`src/rtl/tc_timer_pkg.sv`:
```
// rtl/tc_timer_pkg.sv - shared register map, mode and FSM encodings for tc_timer
//
// Purpose: single source for the timer's register offsets, CTRL field layout,
// MODE encodings, countdown FSM state encoding and the bus base addresses of
// the two timer instances placed by the system bridge.
// Ports: none (package).

package tc_timer_pkg;

  // Word offsets within a timer window (bus address bits [3:2]).
  localparam logic [1:0] OFF_CTRL   = 2'd0;
  localparam logic [1:0] OFF_PRESET = 2'd1;
  localparam logic [1:0] OFF_COUNT  = 2'd2;
  localparam logic [1:0] OFF_RSVD   = 2'd3;

  // CTRL.MODE encodings; 2'b1x behaves like one-shot.
  localparam logic [1:0] MODE_ONESHOT = 2'b00;
  localparam logic [1:0] MODE_RELOAD  = 2'b01;

  // Base addresses of the two timer windows.
  localparam logic [31:0] TC_TIMER0_BASE = 32'h0000_7f00;
  localparam logic [31:0] TC_TIMER1_BASE = 32'h0000_7f10;

  // Countdown FSM states.
  typedef enum logic [1:0] {
    ST_IDLE = 2'd0,
    ST_LOAD = 2'd1,
    ST_CNT  = 2'd2,
    ST_INT  = 2'd3
  } tc_state_e;

  // Stored CTRL bits, packed in register bit order ([3]=IM, [2:1]=MODE, [0]=EN).
  typedef struct packed {
    logic       im;
    logic [1:0] mode;
    logic       en;
  } tc_ctrl_t;

  // Only the exact auto-reload encoding reloads; every other value is one-shot.
  function automatic logic is_reload(input logic [1:0] mode);
    return (mode == MODE_RELOAD);
  endfunction

endpackage

```
`src/rtl/tc_timer.sv`:
```
// rtl/tc_timer.sv - memory-mapped countdown timer with level interrupt request
//
// Purpose: word-addressed timer holding CTRL, PRESET and COUNT registers, a
// four-state countdown FSM (IDLE/LOAD/CNT/INT) and a level irq for CP0.
// Ports:
//   clk    - system clock
//   reset  - synchronous, active-high; clears all state
//   addr   - word offset within the window (bus addr[3:2])
//   we     - write strobe, sampled at rising clk edge
//   din    - write data
//   dout   - read data, combinational from addr
//   irq    - interrupt request (int_flag & CTRL.IM)

module tc_timer
  import tc_timer_pkg::*;
#(
  parameter int unsigned WIDTH = 32
) (
  input  logic             clk,
  input  logic             reset,
  input  logic [1:0]       addr,
  input  logic             we,
  input  logic [WIDTH-1:0] din,
  output logic [WIDTH-1:0] dout,
  output logic             irq
);

  localparam logic [WIDTH-1:0] ONE = WIDTH'(1);

  tc_state_e        state_q, state_d;
  tc_ctrl_t         ctrl_q, ctrl_d;
  logic [WIDTH-1:0] preset_q, preset_d;
  logic [WIDTH-1:0] count_q, count_d;
  logic             int_flag_q, int_flag_d;

  always_ff @(posedge clk) begin
    if (reset) begin
      state_q    <= ST_IDLE;
      ctrl_q     <= '0;
      preset_q   <= '0;
      count_q    <= '0;
      int_flag_q <= 1'b0;
    end else begin
      state_q    <= state_d;
      ctrl_q     <= ctrl_d;
      preset_q   <= preset_d;
      count_q    <= count_d;
      int_flag_q <= int_flag_d;
    end
  end

  // FSM update first, bus write applied afterwards so a same-edge write wins.
  always_comb begin
    state_d    = state_q;
    ctrl_d     = ctrl_q;
    preset_d   = preset_q;
    count_d    = count_q;
    int_flag_d = int_flag_q;

    case (state_q)
      ST_IDLE: begin
        if (ctrl_q.en) begin
          state_d = ST_LOAD;
        end
      end
      ST_LOAD: begin
        count_d = preset_q;
        state_d = ST_CNT;
      end
      ST_CNT: begin
        if (!ctrl_q.en) begin
          // Pause: COUNT frozen; re-enable goes through LOAD again.
          state_d = ST_IDLE;
        end else if (count_q > ONE) begin
          count_d = count_q - ONE;
        end else begin
          // COUNT<=1 also covers PRESET=0, so COUNT never wraps.
          count_d    = '0;
          state_d    = ST_INT;
          int_flag_d = 1'b1;
        end
      end
      ST_INT: begin
        if (is_reload(ctrl_q.mode)) begin
          int_flag_d = 1'b0;
          state_d    = ST_LOAD;
        end else begin
          ctrl_d.en = 1'b0;
          state_d   = ST_IDLE;
        end
      end
      default: begin
        state_d = ST_IDLE;
      end
    endcase

    if (we) begin
      case (addr)
        OFF_CTRL: begin
          ctrl_d     = tc_ctrl_t'(din[3:0]);
          int_flag_d = 1'b0;
        end
        OFF_PRESET: begin
          preset_d = din;
        end
        default: begin
          // COUNT is read-only and offset 3 is reserved.
        end
      endcase
    end
  end

  always_comb begin
    dout = '0;
    case (addr)
      OFF_CTRL:   dout = {{(WIDTH-4){1'b0}}, ctrl_q};
      OFF_PRESET: dout = preset_q;
      OFF_COUNT:  dout = count_q;
      OFF_RSVD:   dout = '0;
      default:    dout = '0;
    endcase
  end

  // Registered sources only, so din cannot glitch the interrupt line.
  assign irq = int_flag_q & ctrl_q.im;

endmodule
```
`config.mk`:
```
export PLATFORM = sky130hd
export DESIGN_NAME = tc_timer
export DESIGN_NICKNAME = d
export VERILOG_FILES = /design/src/rtl/tc_timer_pkg.sv /design/src/rtl/tc_timer.sv
export SDC_FILE = /design/constraint.sdc
export NUM_CORES = 1
export LEC_CHECK = 0
export BUFFER_PORTS_ARGS = -buffer_cell sky130_fd_sc_hd__buf_2
export CORE_MARGIN = 3
export CORE_UTILIZATION = 40
export DETAILED_ROUTE_END_ITERATION = 12
export GPL_ROUTABILITY_DRIVEN = 0
export GPL_TIMING_DRIVEN = 0
export MAX_ROUTING_LAYER = met4
export PLACE_DENSITY_LB_ADDON = 0.3
export SYNTH_ARGS = -nofsm -noshare
export SYNTH_HDL_FRONTEND = slang
export SYNTH_SLANG_ARGS = --single-unit
```
`constraint.sdc`:
```
create_clock -name clk -period 2.85 [get_ports clk]
set_clock_uncertainty 0.15 [all_clocks]
set_input_delay 0.855 -clock clk [delete_from_list [all_inputs] [get_ports clk]]
set_output_delay 0.855 -clock clk [all_outputs]
set_load 0.005 [all_outputs]
```
==> metrics.cfg, run 1 <==
[status]
outcome=complete, but fails checks
violations=setup timing

[sta]
hold_violations=0
finalCriticalPeriod_ns=2.86
tightestPinTransition_ns=0.928
fmax_mhz=350
rsz0062_at_grt=true
period_share_pct=100
setup_viol=1
finalWorstSetupSlack_ns=-0.00730
drv_slew=0
slew_headroom_pct=38.0

[logic_synthesis]
yosysTopAreaCell=dfxtp_1
synth_commonest_cells=nand2_1 (93), dfxtp_1 (71), a21oi_1 (56)
syn_inst=521
avgSynthCellArea_um2=7.54
synthDistinctLibCells=52
netlist_area_mm2=0.00393
ys_top_cells_by_area=dfxtp_1 (36%), nand2_1 (8.9%), a21oi_1 (7.1%)
ys_seq_area_share_pct=36.2
synth_fp_nets=560
synth-edff-count=0
synth_seq_cells=71
synth_top_area_share_pct=36.2
yosysMostFrequentCell=nand2_1
ys_warn_count=0
async_flop_share_pct=0
synth_flop_cell=dfxtp_1

[setup_path]
crit_fanout=8
rr_worst_depth=8
r2r_end=count_q[2]
r2r-start=count_q[12]
arrival_ns=1.85
crit_slowest_cell=nor2b_4
rrSetupSlack_ns=0.11
max_stage_delay_ns=0.19
crit_type=in -> out
crit_required_ns=1.85
start_kind=primary input
cp-end-kind=output pin
crit_path_cell_trace=clkbuf_4, nor2b_4, buf_8, clkbuf_16, nand2_1, o21ai_0, buf_2

[pwr]
power.density_mw_per_mm2=486
vdd.ir_drop.worst_v=0.000244
p_leak_nw=1.97
power_mw=2.37

[detailed_routing]
finalWirelength_um=13900
drc=0
drtPass1Iterations=6
viasPerCell=5.95
drt_iter0_markers=369
vias=4394
antenna_left=0
avgRoutedWirePerCell_um=18.8

[grt]
grt_pass1_vias=4160
antenna_found_initial=0
grt_max_degree=14
groute.usage.overall_pct=25.2
grt_pass1_wl_um=21600
grt_overflow=0

[clock_tree]
clock_latency_ns=0.37
cts_sinks=71
cts-buffers-inserted=9
cts_max_level=3
clockRootBuffer=clkbuf_8
cts_tree=built
cts_hold_buf=0
clock_path_buffers=2
clkTransAtPathRegs_ns=0.08

[hold_path]
min_delay_path_depth=2
hp-class=reg -> reg
holdPathEnd=preset_q[26]
min_from=preset_q[26]

[layout]
finalNetCount=643
area.growth.synth_to_final_pct=24.0
antenna_cells=0
final_layout_size_suffix_gt1_share_pct=19.7
fillers=918
stdcell_count=738

[floorplanning]
rows=35
die_h_um=105
die_w_um=105
coreArea_mm2=0.00942
fp.dieArea_mm2=0.0111
ioPinCount=70
initial_utilization_pct=41.7

[placed_design]
dp_hpwl_um=9700
io_buffer_count=67
dpl.cell_count=717

[run]
drv_cap=0

-- area by class of cell --
type | instances | area (µm²) | share of cell area [%]
repair buffers | 74 | 394 | 8.09
clock buffers | 9 | 124 | 2.54
well taps | 129 | 161 | 3.31
flip-flops and latches | 71 | 1420 | 29.2
clock inverters | 7 | 96.3 | 1.98
plain buffers | 41 | 277 | 5.68
inverters | 7 | 26.3 | 0.539
multi-input cells | 400 | 2370 | 48.7
-- layer usage --
metal	track usage (%)	part of all wire [%]	wire [µm]
met1	31.3	41	5660
met4	9.93	3.2	448
met5	-	0	0
met2	39.7	46	6370
met3	5.62	10	1400
-- worst max-delay path, delay by kind of cell --
kind / cells / cell delay, ns
and+or+nand+nor: 2 / 0.24
AOI/OAI and AO/OA: 1 / 0.11
buffers and inverters: 4 / 0.64
-- worst max path at each step --
stage                              to  cells after the start   startpoint  slack [ns]
final                         dout[2]                      7      addr[0]      -0.007
after global routing          dout[2]                      7      addr[0]       -0.04
after CTS                 count_q[25]                      6  count_q[12]      -0.004
after detailed placement      dout[2]                      7      addr[1]       -0.56
after global placement       dout[23]                      6      addr[1]       -0.53
after floorplan              dout[10]                      5      addr[1]        0.02
-- sequential cells by signal, summed over array words and instances (netlist names) --
signal	cells
count_q	32
preset_q	32
ctrl_q	4
int_flag_q	1
state_q	2
-- cells in the final DEF, fill, tap and decap left out, types with 4 or more instances in the layout --
cell       n
nor4_2     5
nor4_1    11
or4_1      5
dfxtp_1   71
a311oi_1   5
nor3_1    12
nand3_1    6
nand2b_1   4
a211oi_1  16
o21ai_0   28
buf_6      4
nand2_1   93
inv_1      7
clkbuf_8  12
a21oi_1   56
a22o_1    28
o21a_1     4
buf_4      6
mux2i_1    8
nand4_1    5
buf_2     66
a31oi_1    4
nor2_1    54
clkbuf_1  28
-- cell families (layout without fill, tap and decap cells) --
group	Yosys count	after routing	share of synthesized area, %
AO/OA/AOI/OAI	164	164	28.3
adder cells (fa/ha/maj)	2	2	0.637
buffers and inverters	50	138	5.35
flip-flops	71	71	36.2
multiplexers	8	8	2.04
AND/OR/NAND/NOR	226	226	27.5
-- where the power goes --
part | internal, mW | switching (mW)
registers | 1.02 | 0.0340
logic | 0.145 | 0.240
clock network | 0.494 | 0.435
total | 1.66 | 0.709
-- metrics by stage --
step | worst slack, ns | hold WS [ns] | setup TNS (ns) | util [%] | area (µm²)
after floorplan | 0.0150 | 0.296 | 0 | - | 3930
after global placement | -0.533 | 0.309 | -20.36 | 47.1 | 4430
after detailed placement | -0.564 | 0.313 | -21.73 | 47.1 | 4430
after CTS | -0.00356 | 0.322 | -0.00356 | 50.8 | 4780
after global routing | -0.0354 | 0.341 | -0.0871 | 51.7 | 4870
final | -0.00730 | 0.325 | -0.00730 | 51.7 | 4870
-- repair_timing --
action | in CTS | in global routing
pin swaps | 1 | 4
endpoints found under the setup margin | 66 | 53
gates resized for setup | 27 | 13
gates cloned | 0 | 1
buffers inserted | 2 | 4
Note: power is estimated with default switching activity, not from simulation.
==> run 2, diff against run 1 <==
--- a/config.mk
+++ b/config.mk
@@ -5,12 +5,14 @@
 export SDC_FILE = /design/constraint.sdc
 export NUM_CORES = 1
 export LEC_CHECK = 0
+export ABC_AREA = 1
 export BUFFER_PORTS_ARGS = -buffer_cell sky130_fd_sc_hd__buf_2
 export CORE_MARGIN = 3
 export CORE_UTILIZATION = 40
 export DETAILED_ROUTE_END_ITERATION = 12
 export GPL_ROUTABILITY_DRIVEN = 0
 export GPL_TIMING_DRIVEN = 0
+export HOLD_SLACK_MARGIN = 0.08
 export MAX_ROUTING_LAYER = met4
 export PLACE_DENSITY_LB_ADDON = 0.3
 export SYNTH_ARGS = -nofsm -noshare
==> run 2 against run 1 <==
- the run now ends clean
- utilization decreased by 1.2 points
- synthesized cell count increased by 18%
- sequential power increased by 10%
- worst hold slack got worse by 0.011 ns
- register-to-register slack improved by 0.75 ns
- first-iteration DRC count decreased by 14%
- total power increased by 32%
- worst setup slack improved by 0.051 ns
- clock power decreased by 14%
- cell count increased by 13%
- via count increased by 2.6%
- final area increased by 3.6%
- largest cell class unchanged
- largest power group is now combinational logic
==> metrics.cfg, run 2 <==
[setup_path]
crit_required_ns=1.85
cp-end-kind=output pin
start_kind=primary input
rrSetupSlack_ns=0.86
crit_slowest_cell=clkbuf_16
rr_worst_depth=10
worstSetupStartpoint=addr[0]
crit_fanout=11
crit_path_cell_trace=buf_2, inv_2, nor2_4, inv_2, buf_12, clkbuf_16, o22ai_1, buf_2
endpoint=dout[10]
r2r-start=count_q[0]
max_stage_delay_ns=0.16
crit_type=in -> out
r2r_end=count_q[7]
arrival_ns=1.80

[floorplanning]
initial_utilization_pct=42.2
die_w_um=109
fp.dieArea_mm2=0.0118
ioPinCount=70
die_h_um=109
rows=36
coreArea_mm2=0.0100

[detailed_routing]
avgRoutedWirePerCell_um=15.9
vias=4510
drtPass1Iterations=5
viasPerCell=5.41
drt_iter0_markers=317
antenna_left=0
drc=0
finalWirelength_um=13200

[layout]
top_regs=count_q: 32 flops, preset_q: 32 flops, ctrl_q: 4 flops
antenna_cells=0
area.growth.synth_to_final_pct=19.5
final_layout_size_suffix_gt1_share_pct=23.8
final_common_cell=o21ai_0
final_cell_mix=o21ai_0 (110), inv_1 (87), nand2_1 (80), dfxtp_1 (71), buf_2 (70)
finalNetCount=737

[clock_tree]
clock_path_buffers=2
clkTransAtPathRegs_ns=0.07
cts_max_level=3
cts_sinks=71
clockRootBuffer=clkbuf_8
cts-buffers-inserted=9
clock_latency_ns=0.36
cts_tree=built
cts_hold_buf=0

[run]
drv_cap=0

[grt]
antenna_found_initial=0
busiest_layer=met2
grt_util_met2_pct=38.7
grt_max_degree=11
grt_pass1_vias=4392
grt_pass1_wl_um=21200
groute.usage.overall_pct=23.8
grt_use_met1_pct=29.9
grt_overflow=0
grt_use_met3_pct=5.74

[pwr]
power_mw=3.12
vdd.ir_drop.worst_v=0.000314
p_leak_nw=2.09
power.density_mw_per_mm2=619

[sta]
setup_viol=0
fmax_mhz=356
drv_slew=0
finalCriticalPeriod_ns=2.81
tightestPinTransition_ns=0.572
slew_headroom_pct=61.9
whs_ns=0.314
hold_violations=0
period_share_pct=98.5

[logic_synthesis]
synth_flop_cell=dfxtp_1
ys_warn_count=0
avgSynthCellArea_um2=6.86
ys_seq_area_share_pct=33.6
synth_fp_nets=655
yosysMostFrequentCell=o21ai_0
synth_top_area_share_pct=33.6
synthDistinctLibCells=29
yosysTopAreaCell=dfxtp_1
syn_inst=616
ys_top_cells_by_area=dfxtp_1 (34%), o21ai_0 (13%), inv_1 (7.9%)
async_flop_share_pct=0
synth_seq_cells=71
synth_commonest_cells=o21ai_0 (110), inv_1 (89), nand2_1 (80)
netlist_area_mm2=0.00422
synth-edff-count=0

[status]
outcome=completed

[placed_design]
io_buffer_count=69
dp_hpwl_um=9740

[hold_path]
hp-class=reg -> reg

[run 2: layout make-up]
| cell class | instances | area (µm²) |
|---|---|---|
| multi-input combinational | 423 | 2370 |
| buffer | 31 | 203 |
| inverter | 91 | 342 |
| sequential | 71 | 1420 |
| fill | 1061 | 4950 |
| clock inverter | 1 | 30.0 |
| timing repair buffer | 71 | 364 |
| clock buffer | 13 | 149 |
| tap | 133 | 166 |
[run 2: worst max-delay path, delay by kind of cell]
kind                   cells  cell delay, ns
AOI/OAI and AO/OA          1            0.12
buffers and inverters      6            0.68
and+or+nand+nor            1            0.13
[run 2: timing repair]
action,CTS,global route
endpoints found under the hold margin,0,0
pin swaps,0,1
resized for setup,17,15
buffers inserted,0,1
setup endpoints to repair,31,25
cloned,0,1
[run 2: logic make-up after synthesis]
group                    Yosys count  share of synthesized area, %
AO/OA/AOI/OAI                    218                          29.1
buffers and inverters            122                          11.7
AND/OR/NAND/NOR                  196                          23.5
flip-flops                        71                          33.6
adder cells (fa/ha/maj)            2                         0.592
XOR/XNOR                           7                          1.45
[run 2: how the worst min path moves through the flow]
stage                      start           end  slack [ns]  cells after the start
global route        preset_q[18]  preset_q[18]        0.34                      2
detailed placement   preset_q[7]   preset_q[7]        0.31                      2
global placement    preset_q[13]  preset_q[13]        0.30                      2
CTS                  preset_q[7]   preset_q[7]        0.32                      2
floorplan            preset_q[0]   preset_q[0]        0.29                      2
finish               preset_q[7]   preset_q[7]        0.31                      2
[run 2: report_power, final]
group / internal, mW / total (mW) / leakage, nW / switching (mW)
combinational: 0.376 / 1.17 / 1.42 / 0.795
sequential: 1.07 / 1.16 / 0.580 / 0.0838
clock: 0.420 / 0.796 / 0.0896 / 0.375
total: 1.87 / 3.12 / 2.09 / 1.25
[run 2: metal layers]
| layer | share of wire [%] | up-vias | wire length [µm] |
|---|---|---|---|
| li1 | - | 2212 | - |
| met1 | 45 | 2121 | 5910 |
| met2 | 48 | 167 | 6380 |
| met3 | 6.3 | 10 | 839 |
| met4 | 0.88 | 0 | 117 |
| met5 | 0 | - | 0 |
[run 2: through the flow]
step	cells	setup TNS (ns)	area, µm²	setup slack [ns]	util [%]
5_1_grt	834	-0.000126	5050	-0.000126	50.5
3_3_place_gp	818	-10.79	4740	-0.693	47.4
4_1_cts	832	-0.00612	4970	-0.00612	49.7
6_report	834	0	5050	0.0433	50.5
3_5_place_dp	818	-11.14	4740	-0.731	47.4
2_1_floorplan	616	0	4220	0.155	-
==> run 3, diff against run 2 <==
==> constraint.sdc (replaced) <==
create_clock -name clk -period 2.3 [get_ports clk]
set_clock_uncertainty 0.15 [all_clocks]
set_input_delay 0.69 -clock clk [delete_from_list [all_inputs] [get_ports clk]]
set_output_delay 0.69 -clock clk [all_outputs]
set_load 0.005 [all_outputs]
==> run 3 against run 2 <==
- the flow now finishes with violations (setup timing)
- cell count up 1.2%
- clock-buffer cell count shrank 1
- utilization up 2.4 points
- sequential power is 23% higher
- worst hold slack better by 0.0018 ns
- total power up 27%
- largest power group unchanged
- flip-flop and latch count stayed put
- register-to-register slack got worse by 0.62 ns
- clock power up 27%
- first-iteration DRC count is 20% lower
- final area grew 4.8%
- via count is 2.3% higher
==> metrics.cfg, run 3 (synthesized netlist as in run 2, its figures left out) <==
[status]
outcome=complete, but fails checks
violations=setup timing

[sta]
hold_violations=0
period_share_pct=105
whs_ns=0.316
slew_headroom_pct=64.2
finalCriticalPeriod_ns=2.42
setup_tns_ns=-2.14
finalWorstSetupSlack_ns=-0.122
fmax_mhz=413
rsz0062_at_grt=true
setup_viol=29
drv_slew=0
tightestPinTransition_ns=0.537

[placed_design]
place_area_mm2=0.00474
io_buffer_count=69
dp_hpwl_um=9660

[floorplanning]
coreArea_mm2=0.0100
die_h_um=109
rows=36
ioPinCount=70
initial_utilization_pct=42.2
fp.dieArea_mm2=0.0118
die_w_um=109

[clock_tree]
cts_tree=built
cts_sinks=71
clock_latency_ns=0.36
clockRootBuffer=clkbuf_8
cts_hold_buf=0
cts-buffers-inserted=9
clkTransAtPathRegs_ns=0.07
cts_max_level=3
clock_path_buffers=2

[detailed_routing]
viasPerCell=5.47
drt_iter0_markers=253
drtPass1Iterations=6
antenna_left=0
vias=4615
drc=0
avgRoutedWirePerCell_um=16.5
finalWirelength_um=13900

[setup_path]
max_stage_delay_ns=0.18
cp-end-kind=output pin
arrival_ns=1.58
crit_type=in -> out
crit_buf_inv=5
crit_required_ns=1.46
crit_path_cell_trace=buf_8, inv_2, nor2_2, inv_4, clkbuf_16, o22ai_4, buf_2
crit_fanout=8
crit_slowest_cell=o22ai_4
crit_family=buffers and inverters
start_kind=primary input

[grt]
grt_overflow=0
groute.usage.overall_pct=25.2
grt_max_degree=12
antenna_found_initial=0
grt_pass1_vias=4623
grt_pass1_wl_um=22700

[layout]
final_cell_area_mm2=0.00529
antenna_cells=0
top_regs=count_q: 32 flops, preset_q: 32 flops, ctrl_q: 4 flops
area.growth.synth_to_final_pct=25.2
finalNetCount=745
multi_input_area_mm2=0.00245
final_layout_size_suffix_gt1_share_pct=27.3
fillers=1061
seq_area_mm2=0.00142
final_cell_mix=o21ai_0 (110), inv_1 (85), nand2_1 (80), dfxtp_1 (71), buf_2 (67)
final_common_cell=o21ai_0

[run]
drv_cap=0

[hold_path]
hp-class=reg -> reg

[pwr]
power.density_mw_per_mm2=748
p_leak_nw=2.19
vdd.ir_drop.worst_v=0.000436

[run 3: changes by cell type in the layout (fill, tap and decap cells not counted), sizes merged]
cell | before | now
clkbuf | 38 | 42
buf | 77 | 80
clkinv | 0 | 3
[run 3: metrics by stage]
stage	cells	power, mW	worst slack [ns]	util [%]
floorplan	616	2.49	0.0297	-
global placement	818	2.83	-0.701	47.4
detailed placement	818	2.86	-0.732	47.4
CTS	843	3.92	-0.0922	52.7
global route	844	4.22	-0.152	52.9
finish	844	3.95	-0.122	52.9
[run 3: layer usage]
layer / share of wire [%] / global-route usage, % / up-vias
li1: - / - / 2235
met1: 43 / 31.4 / 2150
met2: 49 / 42.2 / 195
met3: 6.5 / 4.56 / 35
met4: 1.9 / 6.76 / 0
met5: 0 / - / -
[run 3: final cells by class]
class	instances	share of cell area [%]
Clock buffer	12	2.74
Sequential cell	71	26.9
Inverter	91	6.55
Timing Repair Buffer	79	8.75
Clock inverter	4	0.851
Multi-Input combinational cell	423	46.3
Buffer	31	4.75
Tap cell	133	3.15
[run 3: path summary, 6_finish.rpt]
| kind | start | slack (ns) | cells past startpoint | to |
|---|---|---|---|---|
| setup reg to reg | count_q[0] | 0.24 | 9 | count_q[16] |
| hold reg to reg | int_flag_q | 0.32 | 2 | int_flag_q |
| setup / recovery | addr[1] | -0.12 | 7 | dout[13] |
| hold / removal | int_flag_q | 0.32 | 2 | int_flag_q |
[run 3: timing repair]
item	CTS	global route
pin swaps	3	3
buffers inserted	5	1
hold endpoints to repair	0	0
endpoints found under the setup margin	32	32
cloned	4	1
gates resized for setup	53	4
[run 3: worst min-delay path, stage by stage (launching register included)]
cell and delay (ns):
dfxtp_1 0.31, nand2_1 0.06, a21oi_1 0.06
[run 3: power breakdown]
part	internal, mW	switching, mW
Clock	0.526	0.486
Sequential	1.33	0.104
Combinational	0.495	1.01
Total	2.35	1.60
